File: src/rtl/mux_rr_arbiter.sv
// mux_rr_arbiter: round-robin arbiter that owns the select of a 4:1 WIDTH-bit mux.
// Four requesters share the channel. GNT, SEL and BUSY are registered. X is
// combinational from SEL and A..D, and is forced to zero while idle.
// Optional feature macro: MUX_ARB_BURST_LIMIT_EN. When it is defined, an owner
// is preempted after MAX_BURST consecutive cycles if another requester waits.
module mux_rr_arbiter #(
   parameter int WIDTH     = 2,
   parameter int MAX_BURST = 4
) (
   input  logic             CLK,
   input  logic             RST,
   input  logic [3:0]       REQ,
   input  logic [WIDTH-1:0] A,
   input  logic [WIDTH-1:0] B,
   input  logic [WIDTH-1:0] C,
   input  logic [WIDTH-1:0] D,
   output logic [3:0]       GNT,
   output logic [1:0]       SEL,
   output logic             BUSY,
   output logic [WIDTH-1:0] X
);

   localparam int CNT_W = $clog2(MAX_BURST + 1);

   typedef enum logic {ST_IDLE = 1'b0, ST_GRANT = 1'b1} state_t;

   state_t           state_q, state_d;
   logic [3:0]       gnt_q, gnt_d;
   logic [1:0]       sel_q, sel_d;
   logic [1:0]       last_q, last_d;
   logic [CNT_W-1:0] cnt_q, cnt_d;

   logic [3:0]       others_s;
   logic [1:0]       win_last_s;
   logic [1:0]       win_own_s;
   logic [1:0]       win_s;
   logic             do_grant_s;
   logic             limit_hit_s;

   // First asserted request in the order base+1, base+2, base+3, base (mod 4).
   // The loop runs from the lowest priority to the highest, so the last hit wins.
   function automatic logic [1:0] rr_pick(input logic [3:0] req, input logic [1:0] base);
      logic [1:0] idx;
      logic [1:0] res;
      res = base;
      for (int k = 4; k >= 1; k--) begin
         idx = base + 2'(k);
         if (req[idx]) begin
            res = idx;
         end
      end
      return res;
   endfunction

   assign others_s   = REQ & ~(4'b0001 << sel_q);
   assign win_last_s = rr_pick(REQ, last_q);
   assign win_own_s  = rr_pick(REQ, sel_q);

`ifdef MUX_ARB_BURST_LIMIT_EN
   assign limit_hit_s = (cnt_q == CNT_W'(MAX_BURST));
`else
   assign limit_hit_s = 1'b0;
`endif

   // Next-state logic: decide whether to hold, hand over, rotate or go idle.
   always_comb begin
      state_d    = state_q;
      gnt_d      = gnt_q;
      sel_d      = sel_q;
      last_d     = last_q;
      cnt_d      = cnt_q;
      do_grant_s = 1'b0;
      win_s      = win_last_s;
      case (state_q)
         ST_IDLE: begin
            if (REQ != 4'b0000) begin
               do_grant_s = 1'b1;
               win_s      = win_last_s;
            end else begin
               state_d = ST_IDLE;
            end
         end
         ST_GRANT: begin
            if (!REQ[sel_q]) begin
               if (others_s != 4'b0000) begin
                  // The owner released while others wait: hand over on the same edge.
                  do_grant_s = 1'b1;
                  win_s      = win_own_s;
               end else begin
                  state_d = ST_IDLE;
                  gnt_d   = 4'b0000;
               end
            end else if (limit_hit_s && (others_s != 4'b0000)) begin
               do_grant_s = 1'b1;
               win_s      = win_own_s;
            end else begin
               // The owner keeps the grant; the burst count saturates at MAX_BURST.
               if (cnt_q >= CNT_W'(MAX_BURST)) begin
                  cnt_d = cnt_q;
               end else begin
                  cnt_d = cnt_q + CNT_W'(1);
               end
            end
         end
         default: begin
            state_d = ST_IDLE;
            gnt_d   = 4'b0000;
         end
      endcase
      if (do_grant_s) begin
         state_d = ST_GRANT;
         gnt_d   = 4'b0001 << win_s;
         sel_d   = win_s;
         last_d  = win_s;
         cnt_d   = CNT_W'(1);
      end else begin
         win_s = win_s;
      end
   end

   // State register. Reset leaves LAST at 3, so requester 0 has top priority.
   always_ff @(posedge CLK) begin
      if (RST) begin
         state_q <= ST_IDLE;
         gnt_q   <= 4'b0000;
         sel_q   <= 2'b00;
         last_q  <= 2'b11;
         cnt_q   <= '0;
      end else begin
         state_q <= state_d;
         gnt_q   <= gnt_d;
         sel_q   <= sel_d;
         last_q  <= last_d;
         cnt_q   <= cnt_d;
      end
   end

   assign GNT  = gnt_q;
   assign SEL  = sel_q;
   assign BUSY = (state_q == ST_GRANT);

   // Unregistered data path: forward the owner's data, or zero while idle.
   always_comb begin
      X = '0;
      if (BUSY) begin
         case (sel_q)
            2'd0:    X = A;
            2'd1:    X = B;
            2'd2:    X = C;
            2'd3:    X = D;
            default: X = '0;
         endcase
      end else begin
         X = '0;
      end
   end

endmodule

File: config.mk
export PLATFORM = sky130hd
export DESIGN_NAME = mux_rr_arbiter
export DESIGN_NICKNAME = d
export VERILOG_FILES = /design/src/rtl/mux_rr_arbiter.sv
export SDC_FILE = /design/constraint.sdc
export NUM_CORES = 1
export LEC_CHECK = 0
export CORE_MARGIN = 3
export CORE_UTILIZATION = 50
export CTS_CLUSTER_DIAMETER = 200
export DETAILED_ROUTE_END_ITERATION = 7
export PLACE_DENSITY_LB_ADDON = 0.15
export SYNTH_ARGS = -nofsm -noshare
export SYNTH_HDL_FRONTEND = slang
export SYNTH_SLANG_ARGS = --single-unit
File: constraint.sdc
create_clock -name CLK -period 4.8 [get_ports CLK]
set_clock_uncertainty 0.05 [all_clocks]
set_input_delay 0.72 -clock CLK [delete_from_list [all_inputs] [get_ports CLK]]
set_output_delay 0.72 -clock CLK [all_outputs]
set_load 0.005 [all_outputs]
==> metrics.md, run 1 <==
| Metric | Value |
|---|---|
| Status | finished clean |
| Io pins | 23 |
| Post-detailed-route DRC marker count | 0 |
| Std-Cell Rows | 13 |
| Max Slew Vio Count | 0 |
| TritonCTS Buffers | 3 |
| Grt total ovfl | 0 |
| Pleak | 0.413 nW |
| Overall Global Routing Usage | 20.8% |
| Reg power frac | 29.7% |
| Cells along the critical path | inv_1, ha_1, a222oi_1, o21ai_0, and2_1, clkdlybuf4s50_1 |
| Switching Power | 157 uW |
| Via density | 6.41 |
| RSZ-0062 raised after global routing | no |
| Commonest non-fill, non-tap cells in the layout | 22 x clkdlybuf4s50_1, 11 x nand2_1, 9 x dfxtp_1 |
| Worst-case clock buffer depth | 2 |
| Max incr delay on CP | 500 ps |
| Die W | 46.4 um |
| PwrDens | 376 mW/mm2 |
| Crit Path Class | reg -> out |
| Number of port buffers | 22 |
| Cell internal pwr | 240 uW |
| Predominant post-synthesis flop cell | dfxtp_1 |
| Max cap viols | 0 |
| Startpoint class of the critical path | flip-flop |
| Post-CTS Resized | 0 |
| GPL Wtd Cong | 0.766 |
| Worst-path clk slew | 60 ps |
| Post-detail-place hpwl | 1560 um |
| P&R area growth vs syn | 29.3% |
| Vias in the first global route | 767 |
| Simple-gate portion of the synthesized area | 21.6% |
| CP Max Fanout | 8 |
| Clock Power Share | 14.5% |
| Post-route clock period utilization | 62.8% |
| Total wire length | 2090 um |
| Hold violation count in the final report | 0 |
| Nets | 138 |
| Slew @ Worst Pin | 526 ps |
| CTS tree | yes |
| Sw frac | 39.6% |
| Largest net degree at the start of global routing | 13 |
| Fmax | 332 MHz |
| Drt pass-1 iters | 5 |
| Initial Utilization | 57.6% |
| Crit path arrival time | 2240 ps |
| Die Y | 46.4 um |
| CTS root buf | clkbuf_4 |
| Post-synthesis mux area share | 10.7% |
| Avg Inst Size Synth | 8.32 um2 |
| Drt wl/cell | 15.7 um |
| Hold Buf Count CTS | 0 |
| Largest family of logic cells by synthesized area | compound AO/OA/AOI/OAI gates |
| Final Cell Area | 0.00105 mm2 |
| Post-synth cell types | 41 |
| Share of cells above drive strength 1 | 11.0% |
| Yosys warnings | 0 |
| Post-Place Cell Area | 0.00103 mm2 |
| Xor and xnor area share after synthesis | 0% |
| Antenna violations before repair | 0 |
| Postcts setup bufs | 0 |
| Diode count | 0 |
| Starting DRT DRC Count | 33 |
| First-pass GRT wire length | 3250 um |
| Post-Synth Adder-Cell Area | 7.67% |
| Syn_nets | 117 |
| Seq cells post-synth | 9 |
| Compound-gate portion of the synthesized area | 32.8% |
| Final ANT Viol Nets | 0 |
| Async SR Flop Fraction | 0% |
| Post-synth EDFFs | 0 |
| Setup crit end kind | primary output |
| Crit path required time | 4030 ps |
| Commonest non-fill, non-tap cell in the layout | clkdlybuf4s50_1 |
| VDD IR max | 0.000254 V |
| # setup viols final | 0 |
| Syn Inst Count | 98 |
| Placeable core region | 0.00142 mm2 |
| Synthesized area | 816 um2 |
| Critical path's slowest cell | dfxtp_1 |
| Clk_lat worst skew | 260 ps |
| Seq/Total Area, Yosys | 22.1% |
| Share of total power in combinational logic | 55.8% |
| Clock Sinks | 9 |
| Worst hold path type | reg -> reg |
| Minimum clock period | 3010 ps |
| Setup TNS | 0 ps |
| Worst reg-to-reg setup slack | 2390 ps |
| Full die area | 0.00215 mm2 |
| Via count | 853 |
| CTS H-tree depth | 1 |
| Slew margin rel. | 64.6% |
metrics by stage:
step                      std cells  power (mW)  hold slack (ps)  utilization, %  setup slack (ps)
after floorplan                  98       0.266              402               -              2630
after global placement          129       0.330              398            72.7              1900
after detailed placement        129       0.337              404            72.7              1850
after CTS                       133       0.397              423            74.5              1790
after global routing            133       0.428              450            74.5              1600
final                           133       0.397              416            74.5              1790
power by group through the flow:
stage          registers (mW)  logic (mW)  clock network, mW
6_report                0.118       0.221             0.0575
5_1_grt                 0.121       0.243             0.0629
4_1_cts                 0.118       0.219             0.0592
3_5_place_dp            0.119       0.218                  0
3_3_place_gp            0.118       0.212                  0
2_1_floorplan           0.109       0.157                  0
sequential cells by signal (all words and copies together), names as in the netlist:
| signal | cells |
|---|---|
| SEL | 2 |
| last_q | 2 |
| BUSY | 1 |
| GNT | 4 |
area by class of cell:
| type | instances | area [um2] |
|---|---|---|
| multi-input combinational | 79 | 594 |
| fill | 109 | 360 |
| timing repair buffer | 22 | 220 |
| sequential | 9 | 180 |
| clock buffer | 4 | 26.3 |
| tap | 15 | 18.8 |
| inverter | 4 | 15.0 |
metal layers:
metal	vias to the layer above	routed length, um	track usage [%]
li1	411	-	-
met1	402	886	27.0
met2	38	958	31.6
met3	2	229	8.20
met4	0	15	5.68
met5	-	0	0
cell usage after synthesis (2+ instances only):
cell       count  share of area [%]
a21o_1         2                1.8
a21oi_1        6                3.7
a222oi_1       2                2.5
a22oi_1        2                1.8
a32o_1         3                3.7
and2_1         2                1.5
buf_2          3                1.8
clkbuf_1       2               0.92
dfxtp_1        9                 22
ha_1           5                7.7
inv_1          4                1.8
mux2_2         2                2.8
mux2i_1        2                2.5
nand2_1       11                5.1
nand2b_1       6                4.6
nor2_1         7                3.2
o2111ai_1      2                2.1
o21ai_0        4                2.5
o41ai_2        2                4.0
final timing paths:
path,startpoint,to,cells past startpoint
max,SEL[0],X[0],6
min,GNT[1],GNT[1],2
min reg2reg,GNT[1],GNT[1],2
max reg2reg,SEL[1],GNT[1],7
cell families after synthesis:
group,after synthesis
and+or+nand+nor,35
AOI/OAI and AO/OA,33
buffers and inverters,10
DFF,9
muxes,6
adders and majority gates,5
worst max-delay path, delay by kind of cell, from the launching register on:
kind	cells	cell delay, ps
flip-flops	1	500
adder cells (fa/ha/maj)	1	270
buffers and inverters	2	630
AO/OA/AOI/OAI	2	410
AND/OR/NAND/NOR	1	160
(Power assumes the default switching activity.)
==> run 2: changes to the inputs <==
--- a/config.mk
+++ b/config.mk
@@ -6,7 +6,7 @@
 export NUM_CORES = 1
 export LEC_CHECK = 0
 export CORE_MARGIN = 3
-export CORE_UTILIZATION = 50
+export CORE_UTILIZATION = 46
 export CTS_CLUSTER_DIAMETER = 200
 export DETAILED_ROUTE_END_ITERATION = 7
 export PLACE_DENSITY_LB_ADDON = 0.15
==> constraint.sdc (replaced) <==
create_clock -name CLK -period 2.9 [get_ports CLK]
set_clock_uncertainty 0.05 [all_clocks]
set_input_delay 0.435 -clock CLK [delete_from_list [all_inputs] [get_ports CLK]]
set_output_delay 0.435 -clock CLK [all_outputs]
set_load 0.005 [all_outputs]
==> run 2 against run 1 <==
Critical path depth did not move. Sequential power rose by 51%. Combinational power rose by 78%. Sequential share of layout area fell by 0.87 points. Design area rose by 5.3%. Register-to-register slack got worse by 1600 ps. Flip-flop and latch count did not move. Final cell count rose by 11%. Power rose by 70%. Hold slack got worse by 6.6 ps. Via count fell by 1.9%. Utilization fell by 4.8 points. Critical path type unchanged. Largest power group unchanged. Highest routed layer unchanged.
==> metrics.md, run 2 (same netlist as run 1, synthesis figures left out) <==
| Metric | Value |
|---|---|
| Status | finished clean |
| Clock Power Share | 15.0% (+0.5 points) |
| Final Cell Area | 0.00111 mm2 (+5.3%) |
| Setup crit end kind | primary output |
| Post-Place Cell Area | 0.00108 mm2 (+5.5%) |
| Hold Startpoint | GNT[1] |
| Diode count | 0 (unchanged) |
| TritonCTS Buffers | 3 (unchanged) |
| Number of port buffers | 22 (unchanged) |
| Die W | 48.1 um (+3.7%) |
| Share of total power in combinational logic | 58.5% (+2.7 points) |
| Post-detail-place hpwl | 1640 um (+5.0%) |
| Critical path's slowest cell | clkdlybuf4s50_1 |
| Sw frac | 39.3% (-0.36 points) |
| Clk_lat worst skew | 270 ps (about the same) |
| Post-CTS Resized | 0 (unchanged) |
| Total wire length | 2060 um (-1.7%) |
| Fmax | 392 MHz |
| Reg2reg start | SEL[0] |
| Std-Cell Rows | 14 (+1) |
| Via density | 5.66 (-12%) |
| Crit path arrival time | 2070 ps (-170 ps) |
| Crit path from | SEL[1] |
| Worst reg-to-reg setup slack | 780 ps (-1610 ps) |
| Largest delay contributor family on the critical path | buffers and inverters |
| R2R depth | 6 (-1) |
| Commonest non-fill, non-tap cell in the layout | clkdlybuf4s50_1 |
| Hold Buf Count CTS | 0 (unchanged) |
| GPL Wtd Cong | 0.848 (+11%) |
| # setup viols final | 0 (unchanged) |
| Worst hold path type | reg -> reg |
| Die Y | 48.1 um (+3.7%) |
| Max Slew Vio Count | 0 (unchanged) |
| Switching Power | 264 uW (+68%) |
| Via count | 837 (-1.9%) |
| Crit Reg-Reg Endpoint | GNT[1] |
| Hold worst-path end | GNT[1] |
| P&R area growth vs syn | 36.2% |
| Minimum clock period | 2550 ps |
| Clock Sinks | 9 (unchanged) |
| Crit Path Class | reg -> out |
| VDD IR max | 0.000372 V (+47%) |
| Post-detailed-route DRC marker count | 0 (unchanged) |
| Initial Utilization | 51.2% (-6.5 points) |
| Cells along the critical path | buf_4, ha_1, a222oi_1, o21ai_0, and2_1, clkdlybuf4s50_1 |
| Pleak | 0.442 nW (+7.2%) |
| Postcts setup bufs | 0 (unchanged) |
| CP Buf/Inv Count | 2 (unchanged) |
| CTS root buf | clkbuf_4 |
| Setup TNS | 0 ps (unchanged) |
| Hold violation count in the final report | 0 (unchanged) |
| Largest net degree at the start of global routing | 12 (-1) |
| Startpoint class of the critical path | flip-flop |
| Post-route clock period utilization | 88.0% |
| Max incr delay on CP | 440 ps (-60 ps) |
| First-pass GRT wire length | 3240 um (-0.18%) |
| Antenna violations before repair | 0 (unchanged) |
| Worst-case clock buffer depth | 2 (unchanged) |
| Reg power frac | 26.5% (-3.2 points) |
| Share of cells above drive strength 1 | 15.3% (+4.3 points) |
| Drt wl/cell | 13.9 um (-12%) |
| Crit path required time | 2410 ps (-1620 ps) |
| Vias in the first global route | 759 (-1.0%) |
| Placeable core region | 0.00159 mm2 (+13%) |
| CP Max Fanout | 8 (unchanged) |
| Full die area | 0.00231 mm2 (+7.6%) |
| Cell internal pwr | 409 uW (+71%) |
| Max cap viols | 0 (unchanged) |
| Io pins | 23 (unchanged) |
| Hold Crit Depth | 2 (unchanged) |
| Max reg flops | 4 (unchanged) |
| PwrDens | 606 mW/mm2 (+61%) |
| Slew margin rel. | 65.7% (+1.1 points) |
| Nets | 144 (+4.3%) |
| Worst-path clk slew | 70 ps (about the same) |
| RSZ-0062 raised after global routing | no |
| Final ANT Viol Nets | 0 (unchanged) |
| CTS H-tree depth | 1 (unchanged) |
| Slew @ Worst Pin | 510 ps (-16.0 ps) |
| Grt total ovfl | 0 (unchanged) |
| Commonest non-fill, non-tap cells in the layout | 22 x clkdlybuf4s50_1, 11 x nand2_1, 9 x dfxtp_1 |
| CTS tree | yes |
| Overall Global Routing Usage | 20.3% (-0.51 points) |
| Starting DRT DRC Count | 16 (-52%) |
| Drt pass-1 iters | 4 (-1) |
-- run 2: cell count changes in the layout (fill, tap and decap cells not counted) --
cell	change
buf_4	+6
-- run 2: worst max path at each step --
stage,endpoint,depth (start not counted)
after global placement,GNT[1],6
after CTS,X[0],6
after floorplan,GNT[1],8
after detailed placement,GNT[2],7
final,X[0],6
after global routing,X[1],6
-- run 2: power groups by stage --
stage	registers (mW)	logic [mW]	clock network (mW)
4_1_cts	0.178	0.397	0.103
3_5_place_dp	0.182	0.395	0
3_3_place_gp	0.179	0.387	0
5_1_grt	0.182	0.438	0.108
6_report	0.178	0.394	0.101
2_1_floorplan	0.181	0.259	0
-- run 2: cell type report --
cell class                 instances  area, um2
inverter                           4       15.0
sequential                         9        180
fill                             135        483
clock buffer                       4       26.3
multi-input combinational         79        594
timing repair buffer              28        265
tap                               24       30.0
-- run 2: per-stage QoR --
stage / cells / hold WS (ps) / utilization (%) / worst slack (ps) / power [mW]
after floorplan: 98 / 402 / - / 808 / 0.440
after CTS: 148 / 410 / 69.7 / 334 / 0.678
after global placement: 144 / 392 / 68.1 / 439 / 0.566
after detailed placement: 144 / 398 / 68.1 / 405 / 0.577
after global routing: 148 / 419 / 69.7 / 241 / 0.728
final: 148 / 409 / 69.7 / 349 / 0.673
-- run 2: metal layers --
layer | vias up | GRT usage [%] | wire [um]
li1 | 425 | - | -
met4 | 0 | 4.84 | 23
met5 | - | 0 | 0
met2 | 27 | 33.8 | 947
met1 | 382 | 23.9 | 937
met3 | 3 | 8.86 | 146
-- run 2: worst min-delay path: stages (launching register included) --
cell,delay [ps]
dfxtp_1,330
nand2_1,60
o41ai_2,50
==> run 3: changes to the inputs <==
--- a/config.mk
+++ b/config.mk
@@ -5,7 +5,6 @@
 export SDC_FILE = /design/constraint.sdc
 export NUM_CORES = 1
 export LEC_CHECK = 0
-export CORE_MARGIN = 3
 export CORE_UTILIZATION = 46
 export CTS_CLUSTER_DIAMETER = 200
 export DETAILED_ROUTE_END_ITERATION = 7
==> run 3 against run 2 <==
Design area is 0.90% lower. Critical endpoint unchanged. Hold slack improved by 1.2 ps. Critical path depth did not move. Utilization is 0.14 points higher. Largest power group unchanged. The run now ends with design-rule violations left. Wire length rose by 4.2%. Count of clock-buffer cells in the layout stayed put. Power up 0.60%.
==> metrics.md, run 3 (same netlist as run 1, synthesis figures left out) <==
| Metric | Value |
|---|---|
| Cells along the critical path | inv_1, ha_1, a222oi_1, o21ai_0, and2_1, clkdlybuf4s50_1 |
| Io pins | 23 (unchanged) |
| Max Slew Vio Count | 0 (unchanged) |
| Slew @ Worst Pin | 470 ps (-39.9 ps) |
| CTS H-tree depth | 1 (unchanged) |
| Fmax | 403 MHz (+2.8%) |
| Met2 WL | 981 um (+3.6%) |
| Metal3 WL | 155 um (+6.2%) |
| Total wire length | 2140 um (+4.2%) |
| Largest delay contributor family on the critical path | buffers and inverters |
| CTS root buf | clkbuf_4 |
| Placeable core region | 0.00158 mm2 (-1.1%) |
| Post-CTS Resized | 0 (unchanged) |
| Max cap viols | 0 (unchanged) |
| Clock Sinks | 9 (unchanged) |
| Commonest non-fill, non-tap cell in the layout | clkdlybuf4s50_1 |
| Setup TNS | 0 ps (unchanged) |
| CTS tree | yes |
| Full die area | 0.00195 mm2 (-16%) |
| Hold violation count in the final report | 0 (unchanged) |
| Post-detailed-route DRC marker count | 2 (+2) |
| Final Cell Area | 0.00110 mm2 (-0.90%) |
| Post-Place Cell Area | 0.00107 mm2 (-0.92%) |
| Via count | 851 (+1.7%) |
| Setup crit end kind | primary output |
| Nets | 144 (unchanged) |
| Commonest non-fill, non-tap cells in the layout | 22 x clkdlybuf4s50_1, 11 x nand2_1, 9 x dfxtp_1 |
| Via density | 6.08 (+7.5%) |
| Std-Cell Rows | 14 (unchanged) |
| CP Max Fanout | 5 (-3) |
| First-pass GRT wire length | 3470 um (+7.0%) |
| Crit path required time | 2410 ps (about the same) |
| PwrDens | 615 mW/mm2 (+1.5%) |
| Vias in the first global route | 767 (+1.1%) |
| Post-detail-place hpwl | 1690 um (+2.8%) |
| RSZ-0062 raised after global routing | no |
| Grt total ovfl | 0 (unchanged) |
| Violated checks | design-rule violations |
| GPL Wtd Cong | 0.880 (+3.7%) |
| Pleak | 0.442 nW (unchanged) |
| VDD IR max | 0.000416 V (+12%) |
| Minimum clock period | 2480 ps (-68.5 ps) |
| Max incr delay on CP | 430 ps (about the same) |
| Antenna violations before repair | 0 (unchanged) |
| Crit path arrival time | 2000 ps (-70 ps) |
| WL met1 | 960 um (+2.5%) |
| Starting DRT DRC Count | 25 (+9) |
| TritonCTS Buffers | 3 (unchanged) |
| Diode count | 0 (unchanged) |
| Postcts setup bufs | 0 (unchanged) |
| P&R area growth vs syn | 35.0% |
| Top layer used by detailed routing | met4 |
| # setup viols final | 0 (unchanged) |
| Crit Path Class | reg -> out |
| Final ANT Viol Nets | 0 (unchanged) |
| Clk_lat worst skew | 270 ps (about the same) |
| Worst hold path type | reg -> reg |
| Hold Buf Count CTS | 0 (unchanged) |
| Share of cells above drive strength 1 | 15.3% (unchanged) |
| Critical path's slowest cell | clkdlybuf4s50_1 |
| Largest net degree at the start of global routing | 12 (unchanged) |
| Post-layout util | 69.8% (+0.14 points) |
| CP Buf/Inv Count | 2 (unchanged) |
| Die W | 44.1 um (-8.3%) |
| Drt pass-1 iters | 8 (+4) |
| Slew margin rel. | 68.4% (+2.7 points) |
| Drt wl/cell | 15.3 um (+10%) |
| Post-route clock period utilization | 85.6% (-2.4 points) |
| Worst-case clock buffer depth | 2 (unchanged) |
| Startpoint class of the critical path | flip-flop |
| Worst-path clk slew | 60 ps (about the same) |
| Status | complete, but fails checks |
| Initial Utilization | 51.7% (+0.57 points) |
| Die Y | 44.1 um (-8.3%) |
| Overall Global Routing Usage | 23.8% (+3.6 points) |
| Number of port buffers | 22 (unchanged) |
| Max reg flops | 4 (unchanged) |
## run 3: cell counts in the layout (fill, tap and decap cells not counted)
No cell type changed its count.
## run 3: layer usage
layer	vias up	global-route usage (%)
li1	428	-
met1	383	30.2
met2	32	37.4
met3	8	8.57
met4	0	8.48
met5	-	0
## run 3: stage by stage
step	hold slack [ps]	worst slack (ps)	total power [mW]	std cells
2_1_floorplan	402	808	0.440	98
3_3_place_gp	391	354	0.566	136
3_5_place_dp	401	343	0.577	136
4_1_cts	407	403	0.677	140
5_1_grt	442	296	0.723	140
6_report	411	417	0.678	140
## run 3: power by group
part / leakage, nW / internal, mW / total [mW] / switching (mW)
Sequential: 0.0745 / 0.153 / 0.175 / 0.0227
Clock: 0.0150 / 0.0532 / 0.0994 / 0.0462
Combinational: 0.353 / 0.203 / 0.403 / 0.199
## run 3: worst paths after layout
check	startpoint	endpoint	slack, ps	cells after the start
max	SEL[0]	X[0]	420	6
min	GNT[1]	GNT[1]	410	2
max reg2reg	SEL[0]	GNT[3]	800	6
min reg2reg	GNT[1]	GNT[1]	410	2
## run 3: worst register-to-register path, delay by kind of cell (launching register included)
| kind | cells | cell delay (ps) |
|---|---|---|
| AOI/OAI and AO/OA | 2 | 520 |
| buffers and inverters | 1 | 150 |
| DFF | 1 | 320 |
| muxes | 2 | 820 |
| and+or+nand+nor | 1 | 140 |
## run 3: final cells by class
type                            count  area (um2)
Multi-Input combinational cell     79         594
Tap cell                           16        20.0
Clock buffer                        4        26.3
Fill cell                         133         475
Timing Repair Buffer               28         265
Sequential cell                     9         180
Inverter                            4        15.0
